File: src/rtl/uart_rx_fifo_if.sv
// Handshake bundle for uart_rx_fifo: receiver capture side, FWFT consumer side and status.
// The FIFO takes the slave modport; whatever drives the receiver and consumer side takes master.
interface uart_rx_fifo_if #(
  parameter int DEPTH_LOG2 = 4
);
  logic [8:0]          rxData;
  logic                rxDataReceived;
  logic                rxParityError;
  logic                rxBreak;
  logic                rxOverflow;
  logic                rxAck;
  logic [8:0]          outData;
  logic                outParityError;
  logic                outBreak;
  logic                outValid;
  logic                outReady;
  logic [DEPTH_LOG2:0] count;
  logic                full;
  logic                empty;
  logic                overrunSticky;
  logic                clearStatus;
  logic                timeout;

  modport slave (
    input  rxData, rxDataReceived, rxParityError, rxBreak, rxOverflow,
    input  outReady, clearStatus,
    output rxAck, outData, outParityError, outBreak, outValid,
    output count, full, empty, overrunSticky, timeout
  );

  modport master (
    output rxData, rxDataReceived, rxParityError, rxBreak, rxOverflow,
    output outReady, clearStatus,
    input  rxAck, outData, outParityError, outBreak, outValid,
    input  count, full, empty, overrunSticky, timeout
  );
endinterface

File: src/rtl/uart_rx_fifo.sv
// Receive FIFO behind the UART receiver: acks each character into a 2^DEPTH_LOG2 FWFT buffer.
// Optional idle-character timeout is built only when UART_RX_FIFO_TIMEOUT_EN is defined.
module uart_rx_fifo #(
  parameter int DEPTH_LOG2 = 4
`ifdef UART_RX_FIFO_TIMEOUT_EN
  , parameter int TIMEOUT_CYCLES = 1000
`endif
) (
  input  logic          clk,
  input  logic          rst,
  uart_rx_fifo_if.slave bus
);

  localparam int DEPTH = 1 << DEPTH_LOG2;
  localparam int PW    = DEPTH_LOG2 + 1;

  typedef enum logic {
    S_IDLE,
    S_ACK
  } state_t;

  state_t          r_state;
  state_t          w_nextState;
  logic [PW-1:0]   r_wrPtr;
  logic [PW-1:0]   r_rdPtr;
  logic [PW-1:0]   w_count;
  logic            w_full;
  logic            w_empty;
  logic            w_write;
  logic            w_pop;
  logic            r_rxAck;
  logic            r_overrun;
  logic [10:0]     r_mem [DEPTH];
  logic [10:0]     w_head;

  assign w_count = r_wrPtr - r_rdPtr;
  assign w_full  = (w_count == PW'(DEPTH));
  assign w_empty = (w_count == '0);
  assign w_pop   = !w_empty && bus.outReady;

  // ACK state is a one-cycle holdoff while the receiver drops dataReceived
  always_comb begin
    w_nextState = r_state;
    w_write     = 1'b0;
    case (r_state)
      S_IDLE: begin
        if (bus.rxDataReceived && !w_full) begin
          w_write     = 1'b1;
          w_nextState = S_ACK;
        end
      end
      S_ACK: begin
        w_nextState = S_IDLE;
      end
      default: begin
        w_nextState = S_IDLE;
      end
    endcase
  end

  always_ff @(posedge clk or negedge rst) begin
    if (!rst) begin
      r_state <= S_IDLE;
      r_rxAck <= 1'b0;
    end else begin
      r_state <= w_nextState;
      r_rxAck <= w_write;
    end
  end

  always_ff @(posedge clk or negedge rst) begin
    if (!rst) begin
      r_wrPtr <= '0;
      r_rdPtr <= '0;
    end else begin
      if (w_write) begin
        r_wrPtr <= r_wrPtr + PW'(1);
      end
      if (w_pop) begin
        r_rdPtr <= r_rdPtr + PW'(1);
      end
    end
  end

  always_ff @(posedge clk) begin
    if (w_write) begin
      r_mem[r_wrPtr[DEPTH_LOG2-1:0]] <= {bus.rxBreak, bus.rxParityError, bus.rxData};
    end
  end

  // A new overflow in the same cycle as a clear must not be lost
  always_ff @(posedge clk or negedge rst) begin
    if (!rst) begin
      r_overrun <= 1'b0;
    end else if (bus.rxOverflow) begin
      r_overrun <= 1'b1;
    end else if (bus.clearStatus) begin
      r_overrun <= 1'b0;
    end
  end

  assign w_head             = r_mem[r_rdPtr[DEPTH_LOG2-1:0]];
  assign bus.outData        = w_head[8:0];
  assign bus.outParityError = w_head[9];
  assign bus.outBreak       = w_head[10];
  assign bus.outValid       = !w_empty;
  assign bus.rxAck          = r_rxAck;
  assign bus.count          = w_count;
  assign bus.full           = w_full;
  assign bus.empty          = w_empty;
  assign bus.overrunSticky  = r_overrun;

`ifdef UART_RX_FIFO_TIMEOUT_EN
  localparam int TW = $clog2(TIMEOUT_CYCLES + 1);

  logic [TW-1:0] r_toCount;
  logic          r_timeout;
  logic          w_toIdle;

  assign w_toIdle = !w_empty && !w_write && !w_pop;

  // Counter saturates so a cleared timeout stays clear until new FIFO activity
  always_ff @(posedge clk or negedge rst) begin
    if (!rst) begin
      r_toCount <= '0;
      r_timeout <= 1'b0;
    end else begin
      if (!w_toIdle) begin
        r_toCount <= '0;
      end else if (r_toCount != TW'(TIMEOUT_CYCLES)) begin
        r_toCount <= r_toCount + TW'(1);
      end
      if (w_pop || bus.clearStatus || w_empty) begin
        r_timeout <= 1'b0;
      end else if (w_toIdle && (r_toCount == TW'(TIMEOUT_CYCLES - 1))) begin
        r_timeout <= 1'b1;
      end
    end
  end

  assign bus.timeout = r_timeout;
`else
  assign bus.timeout = 1'b0;
`endif

endmodule

File: src/flat_wrapper.sv
// flat-port wrapper written by rule: the top's interface ports become plain ports
module uart_rx_fifo_flat 
#(
  parameter int DEPTH_LOG2 = 4

)
  (clk, rst, bus_rxData, bus_rxDataReceived, bus_rxParityError, bus_rxBreak, bus_rxOverflow, bus_outReady, bus_clearStatus, bus_rxAck, bus_outData, bus_outParityError, bus_outBreak, bus_outValid, bus_count, bus_full, bus_empty, bus_overrunSticky, bus_timeout);
  uart_rx_fifo_if #(.DEPTH_LOG2(DEPTH_LOG2)) bus_i ();
  input  logic clk;
  input  logic rst;
  input wire logic [$bits(bus_i.rxData)-1:0] bus_rxData;
  input wire logic [$bits(bus_i.rxDataReceived)-1:0] bus_rxDataReceived;
  input wire logic [$bits(bus_i.rxParityError)-1:0] bus_rxParityError;
  input wire logic [$bits(bus_i.rxBreak)-1:0] bus_rxBreak;
  input wire logic [$bits(bus_i.rxOverflow)-1:0] bus_rxOverflow;
  input wire logic [$bits(bus_i.outReady)-1:0] bus_outReady;
  input wire logic [$bits(bus_i.clearStatus)-1:0] bus_clearStatus;
  output wire logic [$bits(bus_i.rxAck)-1:0] bus_rxAck;
  output wire logic [$bits(bus_i.outData)-1:0] bus_outData;
  output wire logic [$bits(bus_i.outParityError)-1:0] bus_outParityError;
  output wire logic [$bits(bus_i.outBreak)-1:0] bus_outBreak;
  output wire logic [$bits(bus_i.outValid)-1:0] bus_outValid;
  output wire logic [$bits(bus_i.count)-1:0] bus_count;
  output wire logic [$bits(bus_i.full)-1:0] bus_full;
  output wire logic [$bits(bus_i.empty)-1:0] bus_empty;
  output wire logic [$bits(bus_i.overrunSticky)-1:0] bus_overrunSticky;
  output wire logic [$bits(bus_i.timeout)-1:0] bus_timeout;
  assign bus_i.rxData = bus_rxData;
  assign bus_i.rxDataReceived = bus_rxDataReceived;
  assign bus_i.rxParityError = bus_rxParityError;
  assign bus_i.rxBreak = bus_rxBreak;
  assign bus_i.rxOverflow = bus_rxOverflow;
  assign bus_i.outReady = bus_outReady;
  assign bus_i.clearStatus = bus_clearStatus;
  assign bus_rxAck = bus_i.rxAck;
  assign bus_outData = bus_i.outData;
  assign bus_outParityError = bus_i.outParityError;
  assign bus_outBreak = bus_i.outBreak;
  assign bus_outValid = bus_i.outValid;
  assign bus_count = bus_i.count;
  assign bus_full = bus_i.full;
  assign bus_empty = bus_i.empty;
  assign bus_overrunSticky = bus_i.overrunSticky;
  assign bus_timeout = bus_i.timeout;
  uart_rx_fifo #(.DEPTH_LOG2(DEPTH_LOG2)) u_core (.clk(clk), .rst(rst), .bus(bus_i));
endmodule
File: config.mk
export PLATFORM = sky130hd
export DESIGN_NAME = uart_rx_fifo_flat
export DESIGN_NICKNAME = d
export VERILOG_FILES = /design/src/rtl/uart_rx_fifo_if.sv /design/src/rtl/uart_rx_fifo.sv /design/src/flat_wrapper.sv
export SDC_FILE = /design/constraint.sdc
export NUM_CORES = 1
export LEC_CHECK = 0
export CORE_MARGIN = 2
export CORE_UTILIZATION = 40
export CTS_CLUSTER_DIAMETER = 40
export CTS_CLUSTER_SIZE = 24
export DETAILED_ROUTE_END_ITERATION = 7
export RECOVER_POWER = 25
export REMOVE_ABC_BUFFERS = 1
export SLEW_MARGIN = 20
export SYNTH_ARGS = -nofsm -noshare
export SYNTH_HDL_FRONTEND = slang
export SYNTH_SLANG_ARGS = --single-unit
File: constraint.sdc
create_clock -name clk -period 10.5 [get_ports clk]
set_input_delay 2.625 -clock clk [delete_from_list [all_inputs] [get_ports clk]]
set_output_delay 2.625 -clock clk [all_outputs]
set_load 0.005 [all_outputs]
==> Word level (Yosys, flattened, before mapping) <==
Memory sizes are Yosys's and may differ from the RTL's.
Cells that the tools add are included.
{ "totals": {"reg_bits": 13, "ramBits": 176, "in_bits": 17, "mem_count": 1} }
{ "mem_list": {"columns": ["name", "words", "word_bits", "read_ports", "rd_clocked_by_memory_dff", "write_ports", "line", "text"], "rows": [
  ["u_core.r_mem", 16, 11, 1, 0, 1, "uart_rx_fifo.sv:33", "logic [10:0] r_mem [DEPTH];"]
]} }
{ "op_classes": {"add_sub_neg": 3, "eq_ne": 1, "muxes": 7, "bitwise_logic": 1, "reduce_logical": 6} }
{ "op_table": {"columns": ["op", "count"], "rows": [
  ["$add 5x1->5 const B", 2],
  ["$mux 1", 6],
  ["$eq 5x5->1 const B", 1],
  ["$logic_not 5->1", 1],
  ["$sub 5x5->5", 1],
  ["$logic_and 1x1->1", 2],
  ["$logic_not 1->1", 2],
  ["$pmux 1 s2", 1],
  ["$reduce_bool 2->1", 1],
  ["$not 1->1", 1]
]} }

==> Depth between registers and ports, before layout <==
Gate-level depths: netlist of run 1.
{ "depth": {"depth_word": 8, "ltp_mapped": 11, "ltp_nobuf": 9} }

==> Least setup slack after synthesis of run 1 <==
No wires, ideal clock.
{ "synth_path": {"path_kind": "register to output", "start": "register u_core.r_rdPtr[2]", "end": "output bus_empty", "arrival_ns": 2.285, "required_ns": 7.875, "setup_slack_ns": 5.590, "path_stages_with_launch": 10, "n_path_buf": 3, "cell_sequence": "dfrtp_1 > buf_2 > buf_1 > inv_1 > clkbuf_1 > ha_1 > xor2_2 > a211oi_1 > o22ai_1 > inv_1"} }
{ "synth_between": {"elab_chain_len": 2} }
{ "synth_lines": {"columns": ["element", "line", "text"], "rows": [
  ["start, declared", "uart_rx_fifo.sv:25", "logic [PW-1:0] r_rdPtr;"],
  ["start signal, assigned", "uart_rx_fifo.sv:80", "r_rdPtr <= r_rdPtr + PW'(1);"],
  ["$sub 5x5->5", "uart_rx_fifo.sv:36", "assign w_count = r_wrPtr - r_rdPtr;"],
  ["named net bus_count[2]", "flat_wrapper.sv:23", "output wire logic [$bits(bus_i.count)-1:0] bus_count;"],
  ["$logic_not 5->1", "uart_rx_fifo.sv:38", "assign w_empty = (w_count == '0);"],
  ["end, declared", "flat_wrapper.sv:25", "output wire logic [$bits(bus_i.empty)-1:0] bus_empty;"]
]} }
The timed path passes the listed nets, and every way through them passes these cells.

==> Final worst setup path of run 1 <==
{ "layout_path": {"start": "register u_core.r_rdPtr[0]", "end": "output bus_empty"} }
{ "layout_between": {"elab_chain_len": 2} }
{ "layout_lines": {"columns": ["element", "line"], "rows": [
  ["$sub 5x5->5", "uart_rx_fifo.sv:36"],
  ["$logic_not 5->1", "uart_rx_fifo.sv:38"]
]} }
No other way between the ends.

==> summary.txt, run 1 <==
status = completed
slew of the pin with the lowest slew margin = 949.1 ps
routed vias/inst = 5.491
Pleak = 0.002979 uW
synthesized area = 7629 sq um
Clock Path Buffers = 2
Peak VDD IR = 0.1257 mV
largest net degree at the start of global routing = 49
Seq cells post-synth = 188
Tcrit/Tclk final = 60.28%
crit-path most repeated cell = inv_1
grt met3 use = 3.264%
Vias = 3849
placed inst area = 8290 sq um
main combinational cell family by area after synthesis = multiplexers
DRT Pass-1 Iters = 6
CP Buf/Inv Count = 4
most frequent cells in the layout = edfxtp_1, nand2_1, mux4_2
WP depth = 9
max_cap viols = 0
Startpoint Class = flip-flop
fin nets = 481
hold_buf cts = 0
critical path's top delay family = buffers and inverters
fillers = 1519
crit-path cells = buf_4 -> ha_1 -> inv_1 -> fa_1 -> xor2_2 -> a211oi_1 -> o22ai_1 -> inv_1 -> clkdlybuf4s50_1
Worst R2R Path Depth = 9
CTS Buf Count = 17
Seq/Total Area, Yosys = 73.22%
clock transition at the registers of the reported paths = 60 ps
# DRC = 0
post-synthesis compound-gate area fraction = 1.673%
Final ANT Viol Nets = 0
worst hold path class = flip-flop to flip-flop
Clock Sinks = 188
Core Rows = 50
RSZ-0062 raised after global routing = false
GRT Max-Usage Layer = met2
Die Wd = 142.1 um
Post-Synth Simple-Gate Area = 6.692%
Ant. Diodes = 0
critical path capture point type = output pin
vias in the first global route = 3922
Resized cells post-CTS = 0
Power Density = 281.8 nW/um^2
Root Buffer = clkbuf_16
layout cell share with drive strength beyond 1 = 20.99%
Port Buf Inserts = 37
FMAX = 0.1580 GHz
setup_tns = 0 ps
H-tree Lvls = 4
Worst Skew = 8.162 ps
Initial Util = 40.78%
placer congestion estimate = 0.7765
GRT met2 Usage = 25.17%
Crit Path Category = flip-flop to output pin
drt first-iter violations = 401
minimum clock period after layout = 6330 ps
Die Span Y = 142.1 um
Final Instance Area = 8909 sq um
Syn Inst Count = 407
Tot GR Track Use = 16.23%
Final Hold Viols = 0
Synth Area in XOR/XNOR = 1.476%
mux cell area share after synthesis = 13.29%
I/O Pins = 39
syn avg cell area = 18.74 sq um
met1 Use GR = 23.37%
Worst Hold Path Cells = 1
Post-Synth Adder-Cell Area = 1.739%
Slowest-stage cell, CP = buf_4
Slew Viols, Final = 0
die area = 20190 sq um
CP max stage delay = 730 ps
first-pass GRT wire length = 23.63 mm
hpwl dp = 9.383 mm
Core Footprint = 18710 sq um
CP Max Fanout = 48
synth warn = 0
commonest non-fill, non-tap cell in the layout = edfxtp_1
Area growth, synth to finish = 16.78%
Synth cell types = 38
Final setup violation count = 0
routed length per instance = 21.85 um
Rel. slew slack = 36.72%
Arrival @ worst endpoint = 3700 ps
Clock Latency Late Sink = 430 ps
worst endpoint required time = 7880 ps
initial antenna violation count = 0
final WL = 15.32 mm
total grt overflow = 0
TritonCTS clock tree = yes
Setup Buffers After CTS = 0
state kept, by name, summed over array words and instances (netlist names):
signal and count:
u_core.r_wrPtr 5, u_core.bus.overrunSticky 1, u_core.bus.rxAck 1, u_core.r_mem 176
u_core.r_rdPtr 5
cells in the mapped netlist:
master | count | share of area (%)
a31oi_1 | 11 | 0.90
nor3_1 | 2 | 0.13
clkbuf_1 | 9 | 0.44
and4b_4 | 1 | 0.18
or3b_1 | 1 | 0.11
buf_2 | 3 | 0.20
xnor2_1 | 6 | 0.69
buf_1 | 3 | 0.15
and3_1 | 15 | 1.2
inv_1 | 9 | 0.44
nor2b_1 | 1 | 0.082
nor4b_4 | 1 | 0.31
or3_1 | 1 | 0.082
buf_4 | 5 | 0.49
a21oi_1 | 4 | 0.26
nor3b_2 | 1 | 0.16
buf_6 | 1 | 0.15
nand3b_1 | 2 | 0.20
edfxtp_1 | 176 | 69
nor3_4 | 1 | 0.21
ha_1 | 9 | 1.5
xor2_2 | 1 | 0.21
dfrtp_1 | 12 | 3.9
mux4_2 | 44 | 13
conb_1 | 1 | 0.049
nor3_2 | 1 | 0.13
o22a_4 | 1 | 0.23
nor2_1 | 14 | 0.69
nand4_1 | 1 | 0.082
a211oi_1 | 1 | 0.098
mux2_2 | 2 | 0.30
nor3b_1 | 1 | 0.098
nand2_1 | 50 | 2.5
nand3_1 | 8 | 0.52
a21o_1 | 1 | 0.098
o22ai_1 | 1 | 0.082
xor2_1 | 5 | 0.57
fa_1 | 1 | 0.26
area by class of cell:
| class | instances | area [sq um] | area share [%] |
|---|---|---|---|
| Inverter | 9 | 33.78 | 0.3792 |
| Tap cell | 234 | 292.8 | 3.287 |
| Sequential cell | 188 | 5587 | 62.71 |
| Clock buffer | 17 | 425.4 | 4.775 |
| Clock inverter | 15 | 191.4 | 2.149 |
| Multi-Input combinational cell | 189 | 1914 | 21.49 |
| Timing Repair Buffer | 49 | 464.2 | 5.211 |
per-layer routing:
layer	part of all wire, %	vias up	wire [um]
met5	0	-	0
met4	1.0	0	153
met3	4.4	13	681
met2	49	93	7481
met1	46	2044	6999
li1	-	1699	-
metrics by stage:
step                worst slack [ps]  total power [uW]  util, %  hold slack, ps  cells
finish                          4170              2510    47.63           484.1    701
floorplan                       4294              1501        -           476.8    386
detailed placement              4541              1875    44.32           475.9    669
global placement                4592              1851    44.19           461.0    668
CTS                             4080              2544    47.62           491.3    701
global route                    3808              2636    47.63           522.0    701
cells by family (layout without fill, tap and decap cells):
group                      after synthesis  in the layout
xor gates and xnor gates                12             12
AOI/OAI and AO/OA                       19             19
other                                    1              1
adders and majority gates               10             10
buffers and inverters                   30             90
and+or+nand+nor                        101            101
muxes                                   46             46
DFF                                    188            188
final timing paths:
| path | startpoint | endpoint | slack [ps] |
|---|---|---|---|
| worst min-delay path | u_core.bus.overrunSticky$_DFFE_PN0P_ | u_core.bus.overrunSticky$_DFFE_PN0P_ | 480 |
| min in group asynchronous | rst | u_core.bus.rxAck$_DFF_PN0_ | 2630 |
| worst min register to register | u_core.bus.overrunSticky$_DFFE_PN0P_ | u_core.bus.overrunSticky$_DFFE_PN0P_ | 480 |
| worst max register to register | u_core.r_rdPtr[0]$_DFFE_PN0P_ | u_core.r_mem[9][10]$_DFFE_PP_ | 6440 |
| worst max-delay path | u_core.r_rdPtr[0]$_DFFE_PN0P_ | bus_empty | 4170 |
| max in group asynchronous | rst | u_core.r_rdPtr[0]$_DFFE_PN0P_ | 7450 |
worst reg2reg max path, stage by stage, from the launching register on:
cell and delay (ps):
dfrtp_2 340, buf_4 730, ha_1 300, inv_1 60, fa_1 430, xor2_2 220, and4b_4 230, o22a_4 220
or3b_1 510, nor2_2 630
power breakdown:
group | switching [uW] | internal, uW | total, uW
registers | 47.7 | 899 | 947
logic | 454 | 441 | 894
clock network | 271 | 398 | 669
total | 772 | 1740 | 2510
No activity file was read; power rests on OpenSTA's default activity.
==> run 2: changes to the inputs <==
==> constraint.sdc (replaced) <==
create_clock -name clk -period 5.8 [get_ports clk]
set_input_delay 1.45 -clock clk [delete_from_list [all_inputs] [get_ports clk]]
set_output_delay 1.45 -clock clk [all_outputs]
set_load 0.005 [all_outputs]
==> run 2 against run 1 <==
  * Combinational power up 77%
  * Critical endpoint is now bus_outValid
  * Critical path type unchanged
  * Clock power is 67% higher
  * Worst setup slack got worse by 3400 ps
  * Flip-flop and latch count did not move
  * Utilization down 0.21 points
  * Sequential power rose by 86%
  * Largest power group unchanged
==> summary.txt, run 2 (synthesis gave the netlist of run 1 again) <==
Rel. slew slack = 28.47% (was 36.72%)
Worst R2R Path Depth = 7 (was 9)
Reg-to-Reg Start = u_core.r_rdPtr[3]$_DFFE_PN0P_ (was u_core.r_rdPtr[0]$_DFFE_PN0P_)
final WL = 15.24 mm (was 15.32 mm)
first-pass GRT wire length = 23.67 mm (was 23.63 mm)
most frequent cells in the layout = edfxtp_1, nand2_1, mux4_2 (unchanged)
hold_buf cts = 0 (unchanged)
Initial Util = 40.78% (unchanged)
reg2reg end = u_core.r_mem[8][0]$_DFFE_PP_ (was u_core.r_mem[9][10]$_DFFE_PP_)
Clock Sinks = 188 (unchanged)
Die Wd = 142.1 um (unchanged)
Setup Buffers After CTS = 0 (unchanged)
CTS Buf Count = 17 (unchanged)
vias in the first global route = 4025 (was 3922)
DRT Pass-1 Iters = 5 (was 6)
Clock Latency Late Sink = 420 ps (was 430 ps)
hold endpoint = u_core.bus.overrunSticky$_DFFE_PN0P_ (unchanged)
die area = 20190 sq um (unchanged)
Clock Path Buffers = 2 (unchanged)
RSZ-0062 raised after global routing = false (unchanged)
commonest non-fill, non-tap cell in the layout = edfxtp_1 (unchanged)
Final ANT Viol Nets = 0 (unchanged)
Reg area = 5587 sq um (unchanged)
hpwl dp = 9.346 mm (was 9.383 mm)
layout cell share with drive strength beyond 1 = 21.37% (was 20.99%)
Slew Viols, Final = 0 (unchanged)
worst endpoint required time = 4350 ps (was 7880 ps)
Worst Hold Path Cells = 1 (unchanged)
Tot GR Track Use = 16.33% (was 16.23%)
setup_tns = 0 ps (unchanged)
Arrival @ worst endpoint = 3550 ps (was 3700 ps)
H-tree Lvls = 4 (unchanged)
drt first-iter violations = 225 (was 401)
Core Footprint = 18710 sq um (unchanged)
Tcrit/Tclk final = 86.13%
placer congestion estimate = 0.7886 (was 0.7765)
Crit Path Category = flip-flop to output pin (unchanged)
Pleak = 0.002951 uW (was 0.002979 uW)
routed length per instance = 21.71 um (was 21.85 um)
setup ws final = 804.5 ps (was 4170 ps)
status = completed (unchanged)
power after layout = 4450 uW (was 2510 uW)
initial antenna violation count = 0 (unchanged)
clock transition at the registers of the reported paths = 60 ps (about the same)
Startpoint Class = flip-flop (unchanged)
largest net degree at the start of global routing = 37 (was 49)
dpl ws = 1234 ps (was 4541 ps)
CP Max Fanout = 14 (was 48)
routed vias/inst = 5.360 (was 5.491)
max_cap viols = 0 (unchanged)
Area growth, synth to finish = 16.27% (was 16.78%)
I/O Pins = 39 (unchanged)
fillers = 1532 (was 1519)
worst hold path class = flip-flop to flip-flop (unchanged)
TritonCTS clock tree = yes (unchanged)
fin nets = 482 (was 481)
Final Hold Viols = 0 (unchanged)
Root Buffer = clkbuf_16 (unchanged)
Port Buf Inserts = 37 (unchanged)
critical path capture point type = output pin (unchanged)
Ant. Diodes = 0 (unchanged)
# DRC = 0 (unchanged)
max reg flops = 176 (unchanged)
minimum clock period after layout = 4995 ps
total grt overflow = 0 (unchanged)
Resized cells post-CTS = 0 (unchanged)
reg-to-reg setup timing slack = 1800 ps (was 6440 ps)
Vias = 3763 (was 3849)
Worst Hold Launch = u_core.bus.overrunSticky$_DFFE_PN0P_ (unchanged)
Core Rows = 50 (unchanged)
slew of the pin with the lowest slew margin = 1068 ps (was 949.1 ps)
Die Span Y = 142.1 um (unchanged)
Final setup violation count = 0 (unchanged)
Power Density = 501.7 nW/um^2 (was 281.8 nW/um^2)
Worst Skew = 5.733 ps (was 8.162 ps)
Peak VDD IR = 0.2321 mV (was 0.1257 mV)
multi-input logic area = 1914 sq um (unchanged)
FMAX = 0.2002 GHz
[run 2: per-stage QoR]
stage	util [%]	hold slack [ps]	cell area, sq um	cells
2_1_floorplan	-	476.8	7520	386
3_3_place_gp	44.27	461.2	8282	670
3_5_place_dp	44.31	472.2	8289	670
4_1_cts	47.38	486.4	8864	702
5_1_grt	47.42	524.0	8870	702
6_report	47.42	479.2	8870	702
[run 2: layer usage]
layer  GRT usage [%]  up-vias  wire, um
met5               0        -         0
met4           5.684        0       167
met3           2.793        9       452
met2           27.54       78      7880
met1           21.58     1983      6736
li1                -     1693         -
[run 2: worst max path at each step]
stage | to | cells past startpoint | start
detailed placement | bus_outValid | 6 | u_core.r_rdPtr[3]$_DFFE_PN0P_
global route | bus_outValid | 6 | u_core.r_rdPtr[3]$_DFFE_PN0P_
CTS | bus_outValid | 6 | u_core.r_rdPtr[3]$_DFFE_PN0P_
floorplan | bus_empty | 7 | u_core.r_rdPtr[0]$_DFFE_PN0P_
finish | bus_outValid | 6 | u_core.r_rdPtr[3]$_DFFE_PN0P_
global placement | bus_outValid | 6 | u_core.r_rdPtr[3]$_DFFE_PN0P_
[run 2: final cells by class]
class                           instances  share of cell area [%]
Multi-Input combinational cell        189                   21.58
Timing Repair Buffer                   50                   5.276
Tap cell                              234                   3.301
Sequential cell                       188                   62.98
Clock inverter                         15                   1.679
Inverter                                9                  0.3809
Clock buffer                           17                   4.796
[run 2: report_power, final]
group	internal, uW	switching (uW)	leakage, uW
Combinational	797	780	0.000961
Clock	632	485	0.000262
Sequential	1630	129	0.00173
Total	3060	1390	0.00295
[run 2: critical path, cell delays in order (launching register included)]
cell and delay [ps]:
dfrtp_1 760, inv_1 420, ha_1 490, a21oi_1 320, a21oi_1 140, o22ai_1 410, clkdlybuf4s50_1 590
